## src/rtl/async_rx_pkg.sv

```systemverilog
// Shared defaults for the click-to-clocked receive bridge.
// Occupancy counter width covers 0..DEPTH inclusive.
package async_rx_pkg;
    localparam int DEF_DATA_W      = 32;
    localparam int DEF_DEPTH       = 4;
    localparam int DEF_SYNC_STAGES = 2;
    localparam int CNT_W           = $clog2(DEF_DEPTH) + 1;
endpackage

```

## src/rtl/toggle_sync.sv

```systemverilog
// Synchronises a 2-phase toggle into clk and emits a 1-cycle pulse per transition.
// Latency: SYNC_STAGES edges from first sampling edge to pulse; no backpressure.
module toggle_sync #(
    parameter int SYNC_STAGES = 2
) (
    input  logic clk,
    input  logic rst,
    input  logic i_tog,
    output logic o_event
);
    logic [SYNC_STAGES-1:0] sync_q;
    logic                   d_prev;

    always_ff @(posedge clk) begin
        if (rst) begin
            sync_q <= '0;
            d_prev <= 1'b0;
        end else begin
            sync_q <= {sync_q[SYNC_STAGES-2:0], i_tog};
            d_prev <= sync_q[SYNC_STAGES-1];
        end
    end

    assign o_event = sync_q[SYNC_STAGES-1] ^ d_prev;
endmodule

```

## src/rtl/async_rx_bridge.sv

```systemverilog
// Click bundled-data to valid/ready bridge with FWFT FIFO; ASYNC_RX_PROTO_CHK_EN adds o_proto_err.
// Latency: drive edge sampled at edge k is written at edge k+SYNC_STAGES.
// Backpressure: full FIFO parks one token as pending and withholds o_free until a pop frees space.
module async_rx_bridge
    import async_rx_pkg::*;
#(
    parameter int DATA_W      = DEF_DATA_W,
    parameter int DEPTH       = DEF_DEPTH,
    parameter int SYNC_STAGES = DEF_SYNC_STAGES,
    localparam int CW         = $clog2(DEPTH) + 1
) (
    input  logic              clk,
    input  logic              rst,
    input  logic              i_drive,
    input  logic [DATA_W-1:0] i_data_32,
    output logic              o_free,
    output logic              o_valid,
    output logic [DATA_W-1:0] o_data,
    input  logic              i_ready,
    output logic [CW-1:0]     o_count
`ifdef ASYNC_RX_PROTO_CHK_EN
    ,
    output logic              o_proto_err
`endif
);
    localparam int PTR_W = $clog2(DEPTH);

    logic [DATA_W-1:0] mem [DEPTH];
    logic [PTR_W-1:0]  wr_ptr;
    logic [PTR_W-1:0]  rd_ptr;
    logic              pending;
    logic              drv_event;
    logic              pop;
    logic              push;
    logic              has_room;

    toggle_sync #(.SYNC_STAGES(SYNC_STAGES)) u_sync (
        .clk     (clk),
        .rst     (rst),
        .i_tog   (i_drive),
        .o_event (drv_event)
    );

    assign o_valid  = (o_count != '0);
    assign o_data   = o_valid ? mem[rd_ptr] : '0;
    assign pop      = o_valid && i_ready;
    assign has_room = (o_count < CW'(DEPTH)) || pop;
    // An event arriving while a token is already parked is dropped: push serves the parked one.
    assign push     = (drv_event || pending) && has_room;

    always_ff @(posedge clk) begin
        if (rst) begin
            wr_ptr  <= '0;
            rd_ptr  <= '0;
            o_count <= '0;
            o_free  <= 1'b0;
            pending <= 1'b0;
        end else begin
            if (push) begin
                wr_ptr  <= wr_ptr + PTR_W'(1);
                o_free  <= ~o_free;
                pending <= 1'b0;
            end else if (drv_event) begin
                pending <= 1'b1;
            end
            if (pop) begin
                rd_ptr <= rd_ptr + PTR_W'(1);
            end
            o_count <= o_count + CW'(push) - CW'(pop);
        end
    end

    // Upstream holds i_data_32 until o_free toggles, so a parked token is still readable here.
    always_ff @(posedge clk) begin
        if (push && !rst) begin
            mem[wr_ptr] <= i_data_32;
        end
    end

`ifdef ASYNC_RX_PROTO_CHK_EN
    always_ff @(posedge clk) begin
        if (rst) begin
            o_proto_err <= 1'b0;
        end else if (drv_event && pending) begin
            o_proto_err <= 1'b1;
        end
    end
`endif
endmodule

```

## config.mk

```make
export PLATFORM = sky130hd
export DESIGN_NAME = async_rx_bridge
export DESIGN_NICKNAME = d
export VERILOG_FILES = /design/src/rtl/async_rx_pkg.sv /design/src/rtl/toggle_sync.sv /design/src/rtl/async_rx_bridge.sv
export SDC_FILE = /design/constraint.sdc
export NUM_CORES = 1
export LEC_CHECK = 0
export ABC_AREA = 1
export BUFFER_PORTS_ARGS = -buffer_cell sky130_fd_sc_hd__buf_2
export CAP_MARGIN = 20
export CORE_UTILIZATION = 50
export DETAILED_ROUTE_END_ITERATION = 6
export GPL_TIMING_DRIVEN = 0
export PLACE_DENSITY = 0.83
export RECOVER_POWER = 50
export SLEW_MARGIN = 40
export SYNTH_ARGS = -nofsm -noshare
export SYNTH_HDL_FRONTEND = slang
export SYNTH_SLANG_ARGS = --single-unit
export TNS_END_PERCENT = 10
```

## constraint.sdc

```tcl
create_clock -name clk -period 4 [get_ports clk]
set_input_delay 0.2 -clock clk [delete_from_list [all_inputs] [get_ports clk]]
set_output_delay 0.2 -clock clk [all_outputs]
set_load 0.005 [all_outputs]
```

==> flow_summary.rst, run 1 <==
.. list-table::
   :header-rows: 1

   * - Metric
     - Value
   * - Status
     - finished clean
   * - Number of gates resized after cts
     - 0
   * - Total DRC errors in the routed layout
     - 0
   * - Starting density of the core
     - 51.6%
   * - Slew margin rel.
     - 20.2%
   * - Hpwl dp
     - 7.41 mm
   * - Most utilized layer in the global route result
     - met2
   * - CTS Buf Count
     - 17
   * - Total I/O pin count
     - 73
   * - Skew final
     - 0.00465 ns
   * - Largest vdd supply drop
     - 0.392 mV
   * - Antenna diode instance count
     - 0
   * - Element type at the critical path end
     - flop
   * - Share of the cycle needed by the critical path after routing
     - 64.3%
   * - Worst setup path startpoint
     - rst
   * - WP data required
     - 4.22 ns
   * - Worst-path cell with the longest stage delay
     - sky130_fd_sc_hd__clkbuf_1
   * - Post-CTS setup buffers
     - 0
   * - Largest net degree at the start of global routing
     - 19
   * - H-tree lvl count
     - 4
   * - Die ar.
     - 11700 µm²
   * - Area of all placed cells without fillers
     - 7090 µm²
   * - Root buf cell
     - sky130_fd_sc_hd__clkbuf_8
   * - Average via count per standard cell
     - 5.27
   * - Post-Syn Area
     - 5620 µm²
   * - Antenna-violating nets left
     - 0
   * - DR iter-0 viols
     - 256
   * - Setup repair after global routing missed its margin
     - no
   * - Number of port buffers
     - 72
   * - Total number of clock tree sinks
     - 142
   * - Die boundary height
     - 108 µm
   * - Clock latency reported for the late side of the worst-skew pair
     - 0.51 ns
   * - Min-Delay Path Class
     - input port to flop
   * - Met1 Track Usage GR
     - 26.0%
   * - Share of the yosys chip area belonging to registers
     - 73.4%
   * - Static leakage
     - 2.61 nW
   * - Standard-cell row count
     - 38
   * - Number of nets at the end of the flow
     - 640
   * - Placer congestion estimate
     - 0.737
   * - Number of antenna violations at the first check in global routing
     - 0
   * - Hold Buf Count CTS
     - 35
   * - Total count of hold-check failures in the final report
     - 0
   * - Synthesized area per cell
     - 12.1 µm²
   * - Setup Viol. Count Final
     - 0
   * - Max FO, Critical Path
     - 17
   * - Flops & latches, synth
     - 142
   * - Core area
     - 10900 µm²
   * - Arrival time of the worst setup path
     - 2.79 ns
   * - Biggest cell delay along the critical path
     - 0.89 ns
   * - Number of instances on the worst hold path
     - 3
   * - Beginning of the worst hold path
     - i_ready
   * - All-Layer GR Usage
     - 22.4%
   * - Number of distinct library cells after synthesis
     - 20
   * - Remaining global-route overflow
     - 0
   * - Cell area after placement
     - 6310 µm²
   * - Met2 Use GR
     - 40.4%
   * - Yosys warns
     - 0
   * - R2r worst-path depth
     - 7
   * - Minimum setup slack among reg-to-reg paths
     - 1.45 ns
   * - CP cell instances
     - dlygate4sd3_1 > clkbuf_1 > clkinv_1 > nand3_1 > nor2_4 > clkbuf_1 > buf_16
   * - Worst path buffer plus inverter count
     - 5
   * - Min Tclk post-route
     - 2.57 ns
   * - Global-route wire length before repair
     - 18.9 mm
   * - Worst Hold End
     - rd_ptr[1]$_SDFFE_PP0P_
   * - Max clock buf depth
     - 2
   * - Startpoint of the lowest-slack register-to-register path
     - u_sync.sync_q[1]$_SDFF_PP0_
   * - Startpoint type of the worst setup path
     - input port
   * - MaxCap Viol Count
     - 0
   * - Cell repeated most along the worst path
     - sky130_fd_sc_hd__clkbuf_1
   * - Clock edge transition at the registers on the reported setup and hold paths
     - 0.06 ns
   * - Overall via count from detail_route
     - 3950
   * - Fraction of final layout cells sized beyond drive strength 1
     - 14.1%
   * - Post-route setup TNS
     - 0 ns
   * - Power per unit of standard cell area
     - 587 nW/µm²
   * - Number of inserted filler cells in the final layout
     - 826
   * - Top cell family by delay on the critical path
     - buffers and inverters
   * - Synthesized netlist cell count
     - 465
   * - Via count of the first global-routing pass
     - 3880
   * - Total wire length
     - 12.3 mm
   * - P&R area growth vs syn
     - 26.2%
   * - Worst hold slack
     - 0.0258 ns
   * - Mapped Nets
     - 508
   * - Actual transition at the worst max-transition pin
     - 1.20 ns
   * - Number of iterations in the first detailed-routing pass
     - 5
   * - WS Path Type
     - input port to flop
   * - Post-route insts no fill
     - 750
   * - GR Layer Usage met3
     - 4.94%
   * - TritonCTS clock tree
     - done
   * - Terminus of the critical flop-to-flop path
     - mem[2][22]$_DFFE_PP_
   * - Final Max Tran Viols
     - 0
   * - Achievable Freq
     - 389 MHz
   * - Average wire length per cell after detail routing
     - 16.4 µm
   * - Width of the die
     - 108 µm
   * - Number of placed cells counting well taps
     - 683
-- cell type report --
cell class	count	area [µm²]	share of cell area, %
flip-flops and latches	142	4120	58.2
multi-input cells	273	1270	17.9
repair buffers	113	785	11.1
clock buffers	21	429	6.06
well taps	140	175	2.47
plain buffers	23	149	2.10
inverters	27	101	1.43
clock inverters	11	51.3	0.724
-- cell usage in the layout, fill, tap and decap left out, types with 5 or more instances in the layout --
master	instances
sky130_fd_sc_hd__buf_6	7
sky130_fd_sc_hd__o21ai_1	38
sky130_fd_sc_hd__dlygate4sd3_1	35
sky130_fd_sc_hd__nand2_1	13
sky130_fd_sc_hd__nor2_1	138
sky130_fd_sc_hd__buf_2	46
sky130_fd_sc_hd__nand3_1	7
sky130_fd_sc_hd__clkinv_1	6
sky130_fd_sc_hd__dfxtp_1	14
sky130_fd_sc_hd__clkbuf_1	46
sky130_fd_sc_hd__a21oi_1	33
sky130_fd_sc_hd__clkbuf_16	16
sky130_fd_sc_hd__ha_1	6
sky130_fd_sc_hd__inv_1	25
sky130_fd_sc_hd__o21ai_0	28
sky130_fd_sc_hd__clkinv_2	5
sky130_fd_sc_hd__edfxtp_1	128
-- synthesized netlist by cell type --
cell                       number  area share (%)
sky130_fd_sc_hd__and2_1         1            0.11
sky130_fd_sc_hd__clkinv_1       1           0.067
sky130_fd_sc_hd__o21ai_1       38             3.4
sky130_fd_sc_hd__nand4_1        3            0.33
sky130_fd_sc_hd__buf_2          8            0.71
sky130_fd_sc_hd__nand2_1       13            0.87
sky130_fd_sc_hd__fa_1           1            0.36
sky130_fd_sc_hd__dfxtp_1       14             5.0
sky130_fd_sc_hd__clkbuf_1       7            0.47
sky130_fd_sc_hd__edfxtp_1     128              68
sky130_fd_sc_hd__xor2_1         1            0.16
sky130_fd_sc_hd__nand3_1        7            0.62
sky130_fd_sc_hd__o21ai_0       28             2.5
sky130_fd_sc_hd__inv_1         25             1.7
sky130_fd_sc_hd__buf_1          1           0.067
sky130_fd_sc_hd__inv_2          1           0.067
sky130_fd_sc_hd__nor2_1       142             9.5
sky130_fd_sc_hd__ha_1           6             1.3
sky130_fd_sc_hd__buf_6          7             1.4
sky130_fd_sc_hd__a21oi_1       33             2.9
-- layer usage --
metal	up-vias	routed length [µm]
li1	1877	-
met1	1921	4950
met2	139	6430
met3	13	745
met4	0	156
met5	-	0
-- cells by family (layout without fill, tap and decap cells) --
| logic type | Yosys count | in the layout | share of synthesized area (%) |
|---|---|---|---|
| buffers and inverters | 50 | 195 | 4.46 |
| and+or+nand+nor | 166 | 166 | 11.4 |
| xor gates and xnor gates | 1 | 1 | 0.156 |
| adders and majority gates | 7 | 7 | 1.69 |
| AOI/OAI and AO/OA | 99 | 99 | 8.82 |
| DFF | 142 | 142 | 73.4 |
-- flip-flops by register name, indices dropped and copies added (netlist names), named ones only --
| name | cells |
|---|---|
| pending | 1 |
| u_sync.sync_q | 2 |
| rd_ptr | 2 |
| o_count | 3 |
| u_sync.d_prev | 1 |
| o_free | 1 |
| mem | 128 |
| wr_ptr | 2 |
-- worst min-delay path, cell delays in order --
cell	delay [ns]
sky130_fd_sc_hd__buf_2	0.12
sky130_fd_sc_hd__nand3_1	0.08
sky130_fd_sc_hd__a21oi_1	0.08
-- power by group --
part           switching (mW)  leakage (nW)  internal [mW]
logic                   0.716          1.10          0.447
registers              0.0322          1.27           1.68
clock network           0.538         0.237          0.742
-- worst max path at each step --
stage          cells after the start                   end  slack (ns)
4_1_cts                            5            o_data[31]        1.72
5_1_grt                            7  mem[2][22]$_DFFE_PP_        1.34
2_1_floorplan                      5   mem[0][0]$_DFFE_PP_        1.53
6_report                           7  mem[2][22]$_DFFE_PP_        1.43
3_3_place_gp                       5  mem[3][20]$_DFFE_PP_        0.43
3_5_place_dp                       6  mem[0][19]$_DFFE_PP_        1.91
-- through the flow --
step | setup slack (ns) | utilization (%) | total power, mW
5_1_grt | 1.34 | 65.1 | 4.40
6_report | 1.43 | 65.1 | 4.16
4_1_cts | 1.72 | 65.6 | 4.19
3_5_place_dp | 1.91 | 57.9 | 2.88
2_1_floorplan | 1.53 | - | 2.38
3_3_place_gp | 0.430 | 56.5 | 2.83
No activity file was read; power rests on OpenSTA's default activity.
==> run 2, diff against run 1 <==
- PLACE_DENSITY: 0.83 -> 0.85
- clock period: 4 -> 2.08 ns (I/O delays scaled with it)
==> run 2 against run 1 <==
Against the previous run: utilization up 1.4 points; power up 100%; critical path type is now flop to flop; die area unchanged.
==> flow_summary.rst, run 2 (synthesis results as in run 1) <==
.. list-table::
   :header-rows: 1

   * - Metric
     - Value
   * - Fraction of power spent switching nets
     - 30.6%
   * - Cell area after placement
     - 6340 µm²
   * - Status
     - finished clean
   * - Root buf cell
     - sky130_fd_sc_hd__clkbuf_8
   * - TritonCTS clock tree
     - done
   * - Achievable Freq
     - 501 MHz
   * - Arrival time of the worst setup path
     - 2.41 ns
   * - Setup ws final
     - 0.0837 ns
   * - Minimum setup slack among reg-to-reg paths
     - 0.08 ns
   * - Number of instances on the worst hold path
     - 2
   * - Clock Power Share
     - 33.6%
   * - Die boundary height
     - 108 µm
   * - Global-route wire length before repair
     - 18.9 mm
   * - Max clock buf depth
     - 2
   * - Clock edge transition at the registers on the reported setup and hold paths
     - 0.06 ns
   * - Die ar.
     - 11700 µm²
   * - Largest vdd supply drop
     - 0.757 mV
   * - Top Registers
     - mem: 128 flops, o_count: 3 flops
   * - Placer congestion estimate
     - 0.745
   * - Largest net degree at the start of global routing
     - 18
   * - Average via count per standard cell
     - 5.17
   * - Average wire length per cell after detail routing
     - 16.3 µm
   * - Commonest non-fill, non-tap cells in the layout
     - 138 x sky130_fd_sc_hd__nor2_1, 128 x sky130_fd_sc_hd__edfxtp_1, 46 x sky130_fd_sc_hd__buf_2
   * - Sequential power share
     - 39.4%
   * - Post-CTS setup buffers
     - 0
   * - Total number of clock tree sinks
     - 142
   * - Psw
     - 2.56 mW
   * - All-Layer GR Usage
     - 22.6%
   * - Min Tclk post-route
     - 2.00 ns
   * - Worst-case setup slack after placement
     - 0.0695 ns
   * - Final Max Tran Viols
     - 0
   * - Remaining global-route overflow
     - 0
   * - Flip-flop count of the largest register, all copies and words added
     - 128
   * - Hpwl dp
     - 7.49 mm
   * - Overall via count from detail_route
     - 3893
   * - Element type at the critical path end
     - flop
   * - Comb power frac
     - 27.0%
   * - Slew margin rel.
     - 70.5%
   * - Register with the most flip-flops
     - mem
   * - Share of the cycle needed by the critical path after routing
     - 96.0%
   * - Setup repair after global routing missed its margin
     - yes
   * - WP data required
     - 2.49 ns
   * - Max FO, Critical Path
     - 4
   * - WS Path Type
     - flop to flop
   * - Power per unit of standard cell area
     - 1160 nW/µm²
   * - Design internal power
     - 5.82 mW
   * - Skew final
     - 0.00842 ns
   * - Total wire length
     - 12.3 mm
   * - Beginning of the worst hold path
     - i_data_32[5]
   * - Number of iterations in the first detailed-routing pass
     - 5
   * - Core area
     - 10900 µm²
   * - Total DRC errors in the routed layout
     - 0
   * - Worst Hold End
     - mem[1][5]$_DFFE_PP_
   * - Width of the die
     - 108 µm
   * - Number of antenna violations at the first check in global routing
     - 0
   * - Number of port buffers
     - 72
   * - H-tree lvl count
     - 4
   * - Via count of the first global-routing pass
     - 3889
   * - Fraction of final layout cells sized beyond drive strength 1
     - 17.5%
   * - P&R area growth vs syn
     - 28.9%
   * - Antenna-violating nets left
     - 0
   * - Area of all placed cells without fillers
     - 7240 µm²
   * - Worst setup path startpoint
     - o_count[2]$_SDFF_PP0_
   * - Startpoint type of the worst setup path
     - flop
   * - Total I/O pin count
     - 73
   * - R2r worst-path depth
     - 11
   * - Actual transition at the worst max-transition pin
     - 0.441 ns
   * - MaxCap Viol Count
     - 0
   * - Standard-cell row count
     - 38
   * - Static leakage
     - 2.69 nW
   * - CTS Buf Count
     - 17
   * - DR iter-0 viols
     - 249
   * - Antenna diode instance count
     - 0
   * - Startpoint of the lowest-slack register-to-register path
     - o_count[2]$_SDFF_PP0_
   * - Total count of hold-check failures in the final report
     - 0
   * - Setup Viol. Count Final
     - 0
   * - Starting density of the core
     - 51.6%
   * - Clock latency reported for the late side of the worst-skew pair
     - 0.52 ns
   * - Total Power
     - 8.38 mW
   * - Commonest non-fill, non-tap cell in the layout
     - sky130_fd_sc_hd__nor2_1
   * - Terminus of the critical flop-to-flop path
     - o_count[2]$_SDFF_PP0_
   * - Min-Delay Path Class
     - input port to flop
   * - Number of nets at the end of the flow
     - 643
run 2: cell count changes in the layout (fill, tap and decap cells not counted), sizes merged:
cell | before | now
inv | 26 | 27
clkbuf | 63 | 61
clkinvlp | 1 | 3
clkinv | 11 | 9
dlygate4sd3 | 35 | 36
buf | 59 | 60
bufinv | 0 | 2
run 2: worst max-delay path: stages (launching register included):
cell and delay (ns):
sky130_fd_sc_hd__dfxtp_1 0.34, sky130_fd_sc_hd__nor2_1 0.14, sky130_fd_sc_hd__nand2_1 0.12, sky130_fd_sc_hd__nand2_1 0.11
sky130_fd_sc_hd__inv_1 0.07, sky130_fd_sc_hd__ha_1 0.27, sky130_fd_sc_hd__inv_1 0.04, sky130_fd_sc_hd__ha_1 0.18
sky130_fd_sc_hd__fa_1 0.36, sky130_fd_sc_hd__inv_1 0.08, sky130_fd_sc_hd__and2_1 0.13, sky130_fd_sc_hd__nor2_1 0.04
run 2: routing by layer:
layer	global-route usage, %	part of all wire [%]
met1	26.7	39
met2	39.4	53
met3	6.51	6.8
met4	8.22	1.3
met5	0	0
run 2: per-stage QoR:
stage               hold WS, ns  TNS [ns]  instances  utilization (%)
global route              0.374    -0.357        753             66.5
floorplan                 0.175    -50.51        465                -
finish                    0.374         0        753             66.5
detailed placement        0.320         0        685             58.2
global placement          0.305   -185.75        677             56.5
CTS                       0.310  -0.00636        753             66.7
run 2: final cells by class:
class | count | area, µm²
multi-input combinational | 273 | 1280
inverter | 27 | 101
fill | 793 | 3650
clock inverter | 14 | 145
tap | 140 | 175
clock buffer | 18 | 418
buffer | 23 | 161
timing repair buffer | 116 | 828
sequential | 142 | 4120
run 2: how the worst max path moves through the flow:
stage / end / slack [ns]
5_1_grt: o_data[29] / -0.05
6_report: o_count[2]$_SDFF_PP0_ / 0.08
3_3_place_gp: mem[1][18]$_DFFE_PP_ / -1.49
3_5_place_dp: o_count[2]$_SDFF_PP0_ / 0.07
2_1_floorplan: mem[0][0]$_DFFE_PP_ / -0.39
4_1_cts: o_data[14] / -0.006
run 2: what timing repair did:
item                                    in CTS  in global routing
endpoints found under the setup margin       8                 31
endpoints found under the hold margin      135                  0
gates resized for setup                      3                 17
hold buffers                                36                  0
run 2: power groups by stage:
| stage | sequential (mW) | clock, mW | combinational (mW) |
|---|---|---|---|
| finish | 3.30 | 2.82 | 2.26 |
| global route | 3.31 | 3.00 | 2.53 |
| CTS | 3.29 | 2.84 | 2.27 |
| detailed placement | 3.35 | 0 | 2.19 |
| global placement | 3.35 | 0 | 2.09 |
| floorplan | 3.35 | 0 | 1.24 |
